### src/rtl/time_set_ctrl_pkg.sv
// Shared types and BCD digit limits for the time-entry front end.
// Latency: n/a (declarations only).
// Backpressure: n/a.
package time_set_pkg;

  // Editing state machine states
  typedef enum logic [1:0] {
    IDLE      = 2'd0,
    EDIT_HOUR = 2'd1,
    EDIT_MIN  = 2'd2,
    LOAD      = 2'd3
  } state_e;

  // BCD field limits for a 24-hour HH:MM value
  localparam logic [1:0] HOUR_TENS_MAX       = 2'd2;
  localparam logic [3:0] HOUR_UNITS_MAX_AT_2 = 4'd3;
  localparam logic [3:0] MIN_TENS_MAX        = 4'd5;
  localparam logic [3:0] DIGIT_MAX           = 4'd9;

endpackage

### src/rtl/time_set_ctrl_if.sv
// Load port carrying the edited HH:MM digits and commit strobes to the clock core.
// Latency: wires only, no storage.
// Backpressure: none; the clock core samples the stretched strobes on its own tick.
// Signals: H_in1/H_in0 hour BCD, M_in1/M_in0 minute BCD, LD_time/LD_alarm commit strobes.
interface time_set_ctrl_if;
  logic [1:0] H_in1;
  logic [3:0] H_in0;
  logic [3:0] M_in1;
  logic [3:0] M_in0;
  logic       LD_time;
  logic       LD_alarm;

  // master: the time-entry block driving the load port
  modport master (output H_in1, H_in0, M_in1, M_in0, LD_time, LD_alarm);
  // slave: the clock core consuming the load port
  modport slave  (input  H_in1, H_in0, M_in1, M_in0, LD_time, LD_alarm);
endinterface

### src/rtl/time_set_ctrl_btn_debounce.sv
// Raw push button -> 2-flop sync -> stable-count debouncer -> one-cycle press pulse.
// Latency: pulse is high DEBOUNCE_CYCLES+2 cycles after the first edge sampling the new level.
// Backpressure: none; a pulse not consumed in its cycle is lost. Release gives no pulse.
// Ports: clk, rst_n (async active-low), i_btn raw level, o_press registered press pulse.
module btn_debounce #(
  parameter int DEBOUNCE_CYCLES = 8
) (
  input  logic clk,
  input  logic rst_n,
  input  logic i_btn,
  output logic o_press
);

  localparam int CW = $clog2(DEBOUNCE_CYCLES + 1);

  logic          r_sync1;
  logic          r_sync2;
  logic          r_level;
  logic          r_level_d;
  logic          r_press;
  logic [CW-1:0] r_cnt;

  always_ff @(posedge clk or negedge rst_n) begin
    if (!rst_n) begin
      r_sync1   <= 1'b0;
      r_sync2   <= 1'b0;
      r_level   <= 1'b0;
      r_level_d <= 1'b0;
      r_press   <= 1'b0;
      r_cnt     <= '0;
    end else begin
      r_sync1 <= i_btn;
      r_sync2 <= r_sync1;
      // Any sample agreeing with the accepted level restarts the count,
      // so only an unbroken run of DEBOUNCE_CYCLES differing samples flips it.
      if (r_sync2 == r_level) begin
        r_cnt <= '0;
      end else if (r_cnt == CW'(DEBOUNCE_CYCLES - 1)) begin
        r_level <= ~r_level;
        r_cnt   <= '0;
      end else begin
        r_cnt <= r_cnt + 1'b1;
      end
      r_level_d <= r_level;
      r_press   <= r_level & ~r_level_d;
    end
  end

  assign o_press = r_press;

endmodule

### src/rtl/time_set_ctrl.sv
// Time-entry front end: debounced buttons edit an HH:MM BCD value and commit it to the clock core.
// Latency: button action lands 1 cycle after its press pulse; LD rises 1 cycle after entering LOAD.
// Backpressure: none; presses during LOAD are dropped, LD is held LOAD_HOLD cycles for the slow core tick.
// Ports: clk, reset (async active-low), btn_mode/btn_next/btn_inc/btn_set raw buttons,
//        ld_bus load port (digits + LD_time/LD_alarm), editing, field_sel (1=minutes), target (1=alarm).
module time_set_ctrl
  import time_set_pkg::*;
#(
  parameter int DEBOUNCE_CYCLES = 8,
  parameter int LOAD_HOLD       = 12
) (
  input  logic                  clk,
  input  logic                  reset,
  input  logic                  btn_mode,
  input  logic                  btn_next,
  input  logic                  btn_inc,
  input  logic                  btn_set,
  time_set_ctrl_if.master       ld_bus,
  output logic                  editing,
  output logic                  field_sel,
  output logic                  target
);

  localparam logic [1:0] S_IDLE      = IDLE;
  localparam logic [1:0] S_EDIT_HOUR = EDIT_HOUR;
  localparam logic [1:0] S_EDIT_MIN  = EDIT_MIN;
  localparam logic [1:0] S_LOAD      = LOAD;

  localparam int LW = $clog2(LOAD_HOLD + 1);

  logic [1:0]    r_state;
  logic          r_target;
  logic [1:0]    r_h1;
  logic [3:0]    r_h0;
  logic [3:0]    r_m1;
  logic [3:0]    r_m0;
  logic [LW-1:0] r_ld_cnt;
  logic          r_ld_time;
  logic          r_ld_alarm;

  logic w_p_mode, w_p_next, w_p_inc, w_p_set;
  logic w_mode, w_next, w_inc, w_set;

  btn_debounce #(.DEBOUNCE_CYCLES(DEBOUNCE_CYCLES)) u_db_mode (
    .clk(clk), .rst_n(reset), .i_btn(btn_mode), .o_press(w_p_mode));
  btn_debounce #(.DEBOUNCE_CYCLES(DEBOUNCE_CYCLES)) u_db_next (
    .clk(clk), .rst_n(reset), .i_btn(btn_next), .o_press(w_p_next));
  btn_debounce #(.DEBOUNCE_CYCLES(DEBOUNCE_CYCLES)) u_db_inc (
    .clk(clk), .rst_n(reset), .i_btn(btn_inc), .o_press(w_p_inc));
  btn_debounce #(.DEBOUNCE_CYCLES(DEBOUNCE_CYCLES)) u_db_set (
    .clk(clk), .rst_n(reset), .i_btn(btn_set), .o_press(w_p_set));

  // Same-cycle presses: only the highest priority survives (set > mode > next > inc)
  assign w_set  = w_p_set;
  assign w_mode = w_p_mode & ~w_p_set;
  assign w_next = w_p_next & ~w_p_set & ~w_p_mode;
  assign w_inc  = w_p_inc  & ~w_p_set & ~w_p_mode & ~w_p_next;

  // 23 -> 00, otherwise BCD +1 with units carry into tens
  function automatic logic [5:0] hour_inc(input logic [1:0] t, input logic [3:0] u);
    if (t == HOUR_TENS_MAX && u == HOUR_UNITS_MAX_AT_2) begin
      return 6'd0;
    end else if (u == DIGIT_MAX) begin
      return {t + 2'd1, 4'd0};
    end else begin
      return {t, u + 4'd1};
    end
  endfunction

  // 59 -> 00, otherwise BCD +1 with units carry into tens
  function automatic logic [7:0] min_inc(input logic [3:0] t, input logic [3:0] u);
    if (t == MIN_TENS_MAX && u == DIGIT_MAX) begin
      return 8'd0;
    end else if (u == DIGIT_MAX) begin
      return {t + 4'd1, 4'd0};
    end else begin
      return {t, u + 4'd1};
    end
  endfunction

  always_ff @(posedge clk or negedge reset) begin
    if (!reset) begin
      r_state    <= S_IDLE;
      r_target   <= 1'b0;
      r_h1       <= '0;
      r_h0       <= '0;
      r_m1       <= '0;
      r_m0       <= '0;
      r_ld_cnt   <= '0;
      r_ld_time  <= 1'b0;
      r_ld_alarm <= 1'b0;
    end else begin
      case (r_state)
        S_IDLE: begin
          if (w_mode) begin
            r_state  <= S_EDIT_HOUR;
            r_target <= 1'b0;
          end
        end
        S_EDIT_HOUR, S_EDIT_MIN: begin
          if (w_set) begin
            r_state  <= S_LOAD;
            r_ld_cnt <= '0;
          end else if (w_mode) begin
            r_target <= ~r_target;
          end else if (w_next) begin
            r_state <= (r_state == S_EDIT_HOUR) ? S_EDIT_MIN : S_EDIT_HOUR;
          end else if (w_inc) begin
            if (r_state == S_EDIT_HOUR) begin
              {r_h1, r_h0} <= hour_inc(r_h1, r_h0);
            end else begin
              {r_m1, r_m0} <= min_inc(r_m1, r_m0);
            end
          end
        end
        S_LOAD: begin
          // Strobe is registered one cycle behind LOAD entry and counts
          // LOAD_HOLD cycles high; digits are untouched in this state.
          if (r_ld_cnt == LW'(LOAD_HOLD)) begin
            r_state    <= S_IDLE;
            r_ld_cnt   <= '0;
            r_ld_time  <= 1'b0;
            r_ld_alarm <= 1'b0;
          end else begin
            r_ld_cnt   <= r_ld_cnt + 1'b1;
            r_ld_time  <= ~r_target;
            r_ld_alarm <= r_target;
          end
        end
        default: r_state <= S_IDLE;
      endcase
    end
  end

  assign ld_bus.H_in1    = r_h1;
  assign ld_bus.H_in0    = r_h0;
  assign ld_bus.M_in1    = r_m1;
  assign ld_bus.M_in0    = r_m0;
  assign ld_bus.LD_time  = r_ld_time;
  assign ld_bus.LD_alarm = r_ld_alarm;

  assign editing   = (r_state == S_EDIT_HOUR) || (r_state == S_EDIT_MIN);
  assign field_sel = (r_state == S_EDIT_MIN);
  assign target    = r_target;

endmodule

### src/flat_wrapper.sv
// flat-port wrapper written by rule: the top's interface ports become plain ports
module time_set_ctrl_flat import time_set_pkg::*;
#(
  parameter int DEBOUNCE_CYCLES = 8,
  parameter int LOAD_HOLD       = 12
)
  (clk, reset, btn_mode, btn_next, btn_inc, btn_set, editing, field_sel, target, ld_bus_H_in1, ld_bus_H_in0, ld_bus_M_in1, ld_bus_M_in0, ld_bus_LD_time, ld_bus_LD_alarm);
  time_set_ctrl_if ld_bus_i ();
  input  logic clk;
  input  logic reset;
  input  logic btn_mode;
  input  logic btn_next;
  input  logic btn_inc;
  input  logic btn_set;
  output logic editing;
  output logic field_sel;
  output logic target;
  output wire logic [$bits(ld_bus_i.H_in1)-1:0] ld_bus_H_in1;
  output wire logic [$bits(ld_bus_i.H_in0)-1:0] ld_bus_H_in0;
  output wire logic [$bits(ld_bus_i.M_in1)-1:0] ld_bus_M_in1;
  output wire logic [$bits(ld_bus_i.M_in0)-1:0] ld_bus_M_in0;
  output wire logic [$bits(ld_bus_i.LD_time)-1:0] ld_bus_LD_time;
  output wire logic [$bits(ld_bus_i.LD_alarm)-1:0] ld_bus_LD_alarm;
  assign ld_bus_H_in1 = ld_bus_i.H_in1;
  assign ld_bus_H_in0 = ld_bus_i.H_in0;
  assign ld_bus_M_in1 = ld_bus_i.M_in1;
  assign ld_bus_M_in0 = ld_bus_i.M_in0;
  assign ld_bus_LD_time = ld_bus_i.LD_time;
  assign ld_bus_LD_alarm = ld_bus_i.LD_alarm;
  time_set_ctrl #(.DEBOUNCE_CYCLES(DEBOUNCE_CYCLES), .LOAD_HOLD(LOAD_HOLD)) u_core (.clk(clk), .reset(reset), .btn_mode(btn_mode), .btn_next(btn_next), .btn_inc(btn_inc), .btn_set(btn_set), .ld_bus(ld_bus_i), .editing(editing), .field_sel(field_sel), .target(target));
endmodule
### config.mk
export PLATFORM = sky130hd
export DESIGN_NAME = time_set_ctrl_flat
export DESIGN_NICKNAME = d
export VERILOG_FILES = /design/src/rtl/time_set_ctrl_pkg.sv /design/src/rtl/time_set_ctrl_if.sv /design/src/rtl/time_set_ctrl_btn_debounce.sv /design/src/rtl/time_set_ctrl.sv /design/src/flat_wrapper.sv
export SDC_FILE = /design/constraint.sdc
export NUM_CORES = 1
export LEC_CHECK = 0
export ABC_AREA = 1
export CORE_ASPECT_RATIO = 1.5
export CORE_MARGIN = 2
export CORE_UTILIZATION = 40
export CTS_CLUSTER_SIZE = 14
export DETAILED_ROUTE_END_ITERATION = 8
export GPL_TIMING_DRIVEN = 1
export PLACE_DENSITY = 0.64
export SLEW_MARGIN = 30
export SYNTH_ARGS = -nofsm -noshare
export SYNTH_HDL_FRONTEND = slang
export SYNTH_SLANG_ARGS = --single-unit
### constraint.sdc
create_clock -name clk -period 2 [get_ports clk]
set_clock_uncertainty 0.1 [all_clocks]
set_input_delay 0.4 -clock clk [delete_from_list [all_inputs] [get_ports clk]]
set_output_delay 0.4 -clock clk [all_outputs]
set_load 0.01 [all_outputs]
* Word-level counts from Yosys, hierarchy flattened
Cells that the tools add are included.
Operators by class: add/subtract/negate cells 9, eq/ne operators 24, multiplexer cells 28, bitwise logic cells 29, reduce and logical (&&, ||, !) cells 20
Operators by type and width (number):
- $mux 4 | 10
- $add 4x1->4 const B | 8
- $eq 4x3->1 const B | 5
- $not 1->1 | 19
- $mux 8 | 2
- $reduce_and 7->1 | 2
- $eq 4x4->1 const B | 3
- $mux 2 | 6
- $mux 6 | 2
- $reduce_and 6->1 | 2
- $and 1x1->1 | 10
- $reduce_and 2->1 | 5
- $pmux 4 s2 | 1
- $reduce_and 4->1 | 2
- $reduce_bool 2->1 | 4
- $eq 2x2->1 const B | 3
- $ne 2x1->1 const B | 3
- $pmux 2 s3 | 1
- $mux 1 | 5
- $eq 1x1->1 | 4
- $eq 4x2->1 const B | 1
- $ne 2x2->1 const B | 2
- $ne 3x2->1 const B | 1
- $ne 3x3->1 const B | 1
- other kinds (7) | 8
Word-level totals: register bits 59, bits of input ports 6, output and inout port bits 19, word-level logic and storage cells 143

* Depth between registers and ports, before layout
Gate-level depths: netlist of run 1.
depth after elaboration 7, depth in mapped cells 9, gate-level depth less buffers 9

* By module
From an unflattened synthesis of run 1, not the netlist that was laid out.
Unflattened totals: cells, all modules 325, area, all modules 2835.2 um2
Modules (own cells, without submodules):
- time_set_ctrl | times used 1, cells an instance 197, area an instance 1508.9 um2, sequential area each 575.6 um2
- btn_debounce | times used 4, cells an instance 32, area an instance 331.6 um2, sequential area each 225.2 um2

* Worst setup path before layout of run 1
Ideal clock, no wire load.
path type flip-flop to flip-flop, from register u_core.r_state[0], to register u_core.r_h0[0], in the netlist u_core.ld_bus.H_in0[0], library setup time 0.118 ns, data arrival time 1.393 ns, data required time 1.782 ns, path slack 0.389 ns, cell stages (with the launch flop) 10, path buffers 0, clock period less this slack 1.611 ns, cell sequence dfrtp_1 -> inv_1 -> ha_1 -> inv_2 -> nor2_4 -> inv_2 -> nor2_4 -> inv_1 -> nand2_1 -> nand2_1
Between the ends: word-level cells in the longest chain between the ends 3, elaborated cells between the ends (all ways) 4, those cells by class eq/ne: 2; reduce/logical: 2
RTL lines:
- start: declaration | RTL line time_set_ctrl.sv:31 | logic [1:0] r_state;
- start signal: assignment | RTL line time_set_ctrl.sv:107 | r_state <= (r_state == S_EDIT_HOUR) ? S_EDIT_MIN : S_EDIT_HOUR;
- $eq 2x2->1 / $eq 2x1->1 (equally long branches) | RTL line time_set_ctrl.sv:93, time_set_ctrl.sv:109
- $reduce_or 2->1
- $reduce_and 6->1 (no line) *
- end signal: assignment | RTL line time_set_ctrl.sv:110 | {r_h1, r_h0} <= hour_inc(r_h1, r_h0);
- end: declaration | RTL line time_set_ctrl.sv:34 | logic [3:0] r_h0;
Every way passes the cells marked *; elsewhere a longest branch is shown, timed or not. A chain may end at the register's enable or synchronous reset.

* Final worst setup path of run 1
from register u_core.r_m0[2], in the netlist u_core.ld_bus.M_in0[2], to output port ld_bus_M_in0[2]
RTL lines:
- start: declaration | RTL line time_set_ctrl.sv:36 | logic [3:0] r_m0;
- start signal: assignment | RTL line time_set_ctrl.sv:112 | {r_m1, r_m0} <= min_inc(r_m1, r_m0);
- end: declaration | RTL line flat_wrapper.sv:21 | output wire logic [$bits(ld_bus_i.M_in0)-1:0] ld_bus_M_in0;
No word-level cell between the ends.

==> flow_summary_export.csv, run 1 <==
group,metric,value,unit
floorplan,die_x,71.5,um
hold_path,hold_end,"u_core.u_db_set.r_sync2",
cts,cts_buffers,9,
timing,finalCritPeriodShare,95.2,%
run_status,status,"finished, final reports clean",
power,irDropWorstVdd,0.672,mV
critical_path,worstReg2RegStart,"u_core.r_state[1]",
timing,tns,0,ps
power,p_switching,1.24,mW
route,drt_iter0_drc,65,
cts,cts_root_buffer,"clkbuf_8",
grt,grt_max_degree,33,
hold_path,min_path_type,"flip-flop to flip-flop",
hold_path,min_from,"u_core.u_db_set.r_sync1",
final_layout,n_fill_cell,601,
critical_path,critPathMaxFanout,7,
floorplan,core_area,6530,um2
critical_path,reg2reg_to,"u_core.r_ld_cnt[2]",
placed_design,pre_cts_ws,214,ps
final_layout,final_nets,356,
timing,period_minus_slack,1900,ps
cts,cts_sinks,59,
grt,grt_pass1_wl,8390,um
power,powerDensity,1230,nW/um2
placed_design,numPortBuffers,24,
hold_path,holdPathStages,0,
route,dr.pass1.iters,4,
power,swShare,29.8,%
critical_path,cp.arrival,1400,ps
cts,cts_buffer_depth,2,
critical_path,cp-end-kind,"output pin",
synth,synthDistinctLibCells,23,
power,total_power,4.17,mW
route,via_count,1987,
timing,fmax,525,MHz
critical_path,start_kind,"flip-flop",
cts,h-tree-depth,3,
route,wl_met2,2390,um
power,combPwrFrac,25.3,%
synth,ys_seq_area_share,54.1,%
floorplan,num_io_pins,25,
grt,overflow,0,
route,route.layer.met1.wl,1940,um
synth,ys_seq_elements,59,
route,post_drt_wl_per_cell,11.1,um
power,clkPwrFrac,35.3,%
placed_design,gp_congestion,0.791,
power,p_int,2.93,mW
critical_path,worst-r2r-setup-slack,290,ps
synth,postSynthCellCount,292,
final_layout,layout_common_cells,"dfrtp_1, nand2_1, nor2_1",
timing,setup_ws,96.4,ps
route,drc,0,
grt,grtUsageTotal,14.3,%
timing,rsz0062_at_grt,"false",
critical_path,worstPathRequired,1500,ps
synth,ys_warn_count,0,
flow_run,maxCapViolCount,0,
floorplan,die-area,7520,um2
grt,antenna_found_initial,0,
grt,grt_pass1_vias,1982,
timing,maxSlewHeadroom,68.4,%
floorplan,start_util,41.8,%
synth,syn_nets,315,
floorplan,num_rows,36,
timing,drv_slew,0,
route,highest_layer,"met4",
timing,hold_viol,0,
critical_path,cp_top_family,"buffers and inverters",
cts,path_clk_slew,60,ps
floorplan,die_y,105,um
critical_path,critPathKind,"flip-flop to output pin",
critical_path,reg2reg_depth,9,
final_layout,synthToLayoutAreaGrowth,24.3,%
critical_path,critPathMaxStageDelay,590,ps
power,p_leak,1.63,nW
route,wl,4610,um
cts,tritoncts,"yes",
critical_path,worstPathCellList,"clkdlybuf4s50_1",
synth,syn_area,2730,um2
cts,clk_latency,340,ps
final_layout,layout_commonest_cell,"dfrtp_1",
synth,syn_area_per_cell,9.35,um2
timing,worstMarginPinSlew,474,ps
critical_path,path_buf_inv,1,
placed_design,hpwl,3400,um
route,postRouteAntennaNets,0,
timing,finalSetupViolations,0,
critical_path,slowest_stage,"clkdlybuf4s50_1",
route,viasPerCell,4.80,
final_layout,layout-drive-gt1-share,11.8,%
route,dr_wl_met3,179,um
final_layout,antenna_cells,0,
power,power.share.sequential,39.4,%
## power by group through the flow
stage	Sequential (mW)	Combinational (mW)	Clock [mW]
after floorplan	1.66	0.690	0
after global placement	1.66	1.03	0
after detailed placement	1.67	1.05	0
after CTS	1.65	1.07	1.51
after global routing	1.68	1.22	1.57
final	1.64	1.05	1.47
## logic make-up (layout without fill, tap and decap cells)
logic type | after synthesis | after routing | share of synthesized area, %
AOI/OAI and AO/OA | 30 | 30 | 6.19
xor gates and xnor gates | 9 | 9 | 2.89
adders and majority gates | 17 | 17 | 7.79
buffers and inverters | 37 | 83 | 5.09
DFF | 59 | 59 | 54.1
and+or+nand+nor | 140 | 140 | 24.0
## cells in the mapped netlist
cell type	count	area (um2)
dfrtp_1	59	1480
nand2_1	49	184
nor2_1	38	143
inv_1	33	124
nand3_1	25	125
ha_1	17	213
o21ai_0	13	65.1
a21oi_1	8	40.0
nand4_1	6	37.5
or2_2	6	37.5
o21bai_1	5	37.5
xor2_1	5	43.8
inv_2	4	15.0
nor2_4	4	45.0
nor3b_1	4	30.0
xnor2_1	4	35.0
nand3b_1	3	22.5
nor2_2	3	18.8
o22ai_1	2	12.5
nand2_2	1	6.26
nor3_1	1	5.00
o21ai_1	1	5.00
o21ai_2	1	8.76
## worst register-to-register path, cell delays in order, from the launching register on
cell and delay (ps):
dfrtp_1 390, inv_1 90, ha_1 240, buf_4 160, inv_2 80, nor2_4 40
nor2_2 230, nand3_1 140, nand2_1 90, nor2_1 40
## state kept, by name, indices dropped and copies added, names as in the netlist, 2 cells and up
signal	flops
u_core.u_db_inc.r_cnt	4
u_core.ld_bus.M_in1	4
u_core.u_db_mode.r_cnt	4
u_core.u_db_set.r_cnt	4
u_core.u_db_next.r_cnt	4
u_core.ld_bus.H_in0	4
u_core.r_state	2
u_core.r_ld_cnt	4
u_core.ld_bus.M_in0	4
u_core.ld_bus.H_in1	2
## worst max-delay path by stage
stage                                 startpoint                endpoint  slack (ps)  depth (start not counted)
after floorplan                u_core.r_state[0]  u_core.ld_bus.H_in0[0]         390                          9
after global placement         u_core.r_state[0]                 editing         250                          3
after detailed placement       u_core.r_state[1]                 editing         210                          3
after CTS                 u_core.ld_bus.M_in0[2]         ld_bus_M_in0[2]          80                          1
after global routing      u_core.ld_bus.M_in0[2]         ld_bus_M_in0[2]          30                          1
final                     u_core.ld_bus.M_in0[2]         ld_bus_M_in0[2]         100                          1
## per-stage QoR
stage / util, % / hold slack [ps] / instances / cell area (um2)
6_report: 52.0 / 251 / 414 / 3390
4_1_cts: 52.0 / 250 / 414 / 3390
3_3_place_gp: 47.4 / 232 / 395 / 3100
2_1_floorplan: - / 4.41 / 292 / 2730
3_5_place_dp: 47.4 / 236 / 395 / 3100
5_1_grt: 52.0 / 256 / 414 / 3390
## layout make-up
cell class	count	area (um2)	share of cell area [%]
Timing Repair Buffer	30	293	8.63
Clock buffer	12	155	4.57
Clock inverter	4	120	3.54
Tap cell	76	95.1	2.80
Sequential cell	59	1480	43.5
Multi-Input combinational cell	196	1110	32.9
Inverter	37	139	4.09
## per-layer routing
| metal | vias to the layer above | GRT usage, % |
|---|---|---|
| met2 | 26 | 24.3 |
| met1 | 930 | 15.7 |
| li1 | 1024 | - |
| met3 | 7 | 4.73 |
| met4 | 0 | 6.87 |
| met5 | - | 0 |
## repair_timing
item,in CTS,in global routing
hold endpoints to repair,17,0
setup endpoints to repair,2,0
resized for setup,2,0
hold buffers,1,0
setup buffers,2,0
No activity file was read; power rests on OpenSTA's default activity.
==> run 2: changes to the inputs <==
==> constraint.sdc (replaced) <==
create_clock -name clk -period 2 [get_ports clk]
set_clock_uncertainty 0.1 [all_clocks]
set_input_delay 0.3 -clock clk [delete_from_list [all_inputs] [get_ports clk]]
set_output_delay 0.3 -clock clk [all_outputs]
set_load 0.01 [all_outputs]
==> flow_summary_export.csv, run 2 (same netlist as run 1, synthesis figures left out) <==
group,metric,value,unit
grt,grt_pass1_wl,8180,um
final_layout,final_util,51.6,%
route,drc,0,
final_layout,instances_no_fill,410,
grt,grtUsageMet2,24.7,%
critical_path,critPathKind,"flip-flop to output pin",
timing,finalSetupViolations,0,
final_layout,synthToLayoutAreaGrowth,23.4,%
critical_path,cp-end-kind,"output pin",
floorplan,core_area,6530,um2
placed_design,gp_congestion,0.778,
cts,cts_sinks,59,
final_layout,layout-drive-gt1-share,11.1,%
timing,period_minus_slack,1890,ps
floorplan,die-area,7520,um2
placed_design,numPortBuffers,24,
route,viasPerCell,4.80,
timing,maxSlewHeadroom,67.9,%
run_status,status,"finished, final reports clean",
critical_path,start_kind,"flip-flop",
flow_run,maxCapViolCount,0,
route,drt_iter0_drc,36,
final_layout,antenna_cells,0,
cts,tritoncts,"yes",
timing,finalCritPeriodShare,94.7,%
grt,antenna_found_initial,0,
grt,grt_pass1_vias,2030,
power,powerDensity,1230,nW/um2
hold_path,min_path_type,"flip-flop to flip-flop",
cts,post_cts_buffers,0,
placed_design,hpwl,3410,um
timing,fmax,528,MHz
grt,use_met3,2.99,%
floorplan,die_x,71.5,um
route,post_drt_wl_per_cell,11.1,um
cts,cts_buffer_depth,2,
timing,worstMarginPinSlew,481,ps
final_layout,layout_commonest_cell,"dfrtp_1",
cts,clk_latency,330,ps
placed_design,dp_cells,393,
grt,globalRoute.busiestLayer,"met2",
power,irDropWorstVdd,0.572,mV
critical_path,path_buf_inv,2,
critical_path,critPathMaxFanout,7,
grt,grt_max_degree,42,
final_layout,layout_common_cells,"dfrtp_1, nand2_1, nor2_1",
floorplan,num_rows,36,
cts,path_clk_slew,60,ps
timing,drv_slew,0,
grt,grtUsageTotal,13.9,%
critical_path,worstPathRequired,1600,ps
cts,cts_root_buffer,"clkbuf_8",
final_layout,n_fill_cell,586,
critical_path,slowest_stage,"ha_2",
route,postRouteAntennaNets,0,
timing,hold_viol,0,
floorplan,start_util,41.8,%
critical_path,cp.arrival,1490,ps
final_layout,final_nets,352,
floorplan,num_io_pins,25,
timing,rsz0062_at_grt,"false",
cts,cts_buffers,9,
grt,use_met1,14.2,%
route,via_count,1970,
grt,overflow,0,
critical_path,worstPathCellList,"inv_1, ha_2, dlygate4sd2_1",
route,wl,4570,um
cts,h-tree-depth,3,
floorplan,die_y,105,um
timing,tns,0,ps
critical_path,critPathMaxStageDelay,400,ps
route,dr.pass1.iters,4,
critical_path,cp_top_family,"adder cells",
power,p_leak,1.62,nW
timing,setup_ws,107,ps
placed_design,pre_cts_ws,142,ps
-- run 2: cell count changes in the layout (fill, tap and decap cells not counted), sizes merged --
cell and change:
buf -4, dlygate4sd2 -1, dlymetal6s2s +1
-- run 2: timing repair --
action / CTS / global route
hold endpoints to repair: 18 / 0
gates resized for setup: 2 / 1
endpoints found under the setup margin: 1 / 1
hold buffers: 1 / 0
-- run 2: through the flow --
step           hold WS, ps  total power, mW  area, um2
6_report               251             4.13       3370
2_1_floorplan        -95.6             2.35       2730
4_1_cts                251             4.20       3370
3_3_place_gp           187             2.68       3080
3_5_place_dp           187             2.71       3080
5_1_grt                255             4.42       3370
-- run 2: final cells by class --
| type | count | area, um2 | share of cell area, % |
|---|---|---|---|
| sequential | 59 | 1480 | 43.8 |
| multi-input combinational | 196 | 1120 | 33.2 |
| timing repair buffer | 26 | 267 | 7.91 |
| clock buffer | 12 | 155 | 4.60 |
| inverter | 37 | 139 | 4.12 |
| clock inverter | 4 | 120 | 3.56 |
| tap | 76 | 95.1 | 2.82 |
-- run 2: layer usage --
layer / up-vias / part of all wire (%)
met5: - / 0
met4: 0 / 1.9
met3: 8 / 3.9
met2: 33 / 54
met1: 918 / 40
li1: 1011 / -
-- run 2: report_power, final --
part           internal [mW]  total [mW]  switching [mW]
clock                   1.02        1.46           0.440
combinational          0.438        1.02           0.578
sequential              1.44        1.65           0.208
-- run 2: worst register-to-register path: stages, from the launching register on --
cell and delay [ps]:
dfrtp_1 390, inv_1 80, ha_2 400, inv_2 80
nor2_4 110, inv_2 60, nor2_4 170, inv_1 80
nand2_1 60, nand2_1 50
-- run 2: path summary, 6_finish.rpt --
| path | from | endpoint | slack (ps) | cells after the start |
|---|---|---|---|---|
| max | u_core.r_state[1] | editing | 110 | 3 |
| min | u_core.u_db_inc.r_sync1 | u_core.u_db_inc.r_sync2 | 250 | 0 |
| max reg2reg | u_core.r_state[1] | u_core.ld_bus.H_in0[0] | 330 | 9 |
| min reg2reg | u_core.u_db_inc.r_sync1 | u_core.u_db_inc.r_sync2 | 250 | 0 |
| max in group asynchronous | reset | u_core.u_db_inc.r_cnt[3] | 880 | 3 |
| min in group asynchronous | reset | u_core.ld_bus.M_in0[0] | 350 | 2 |
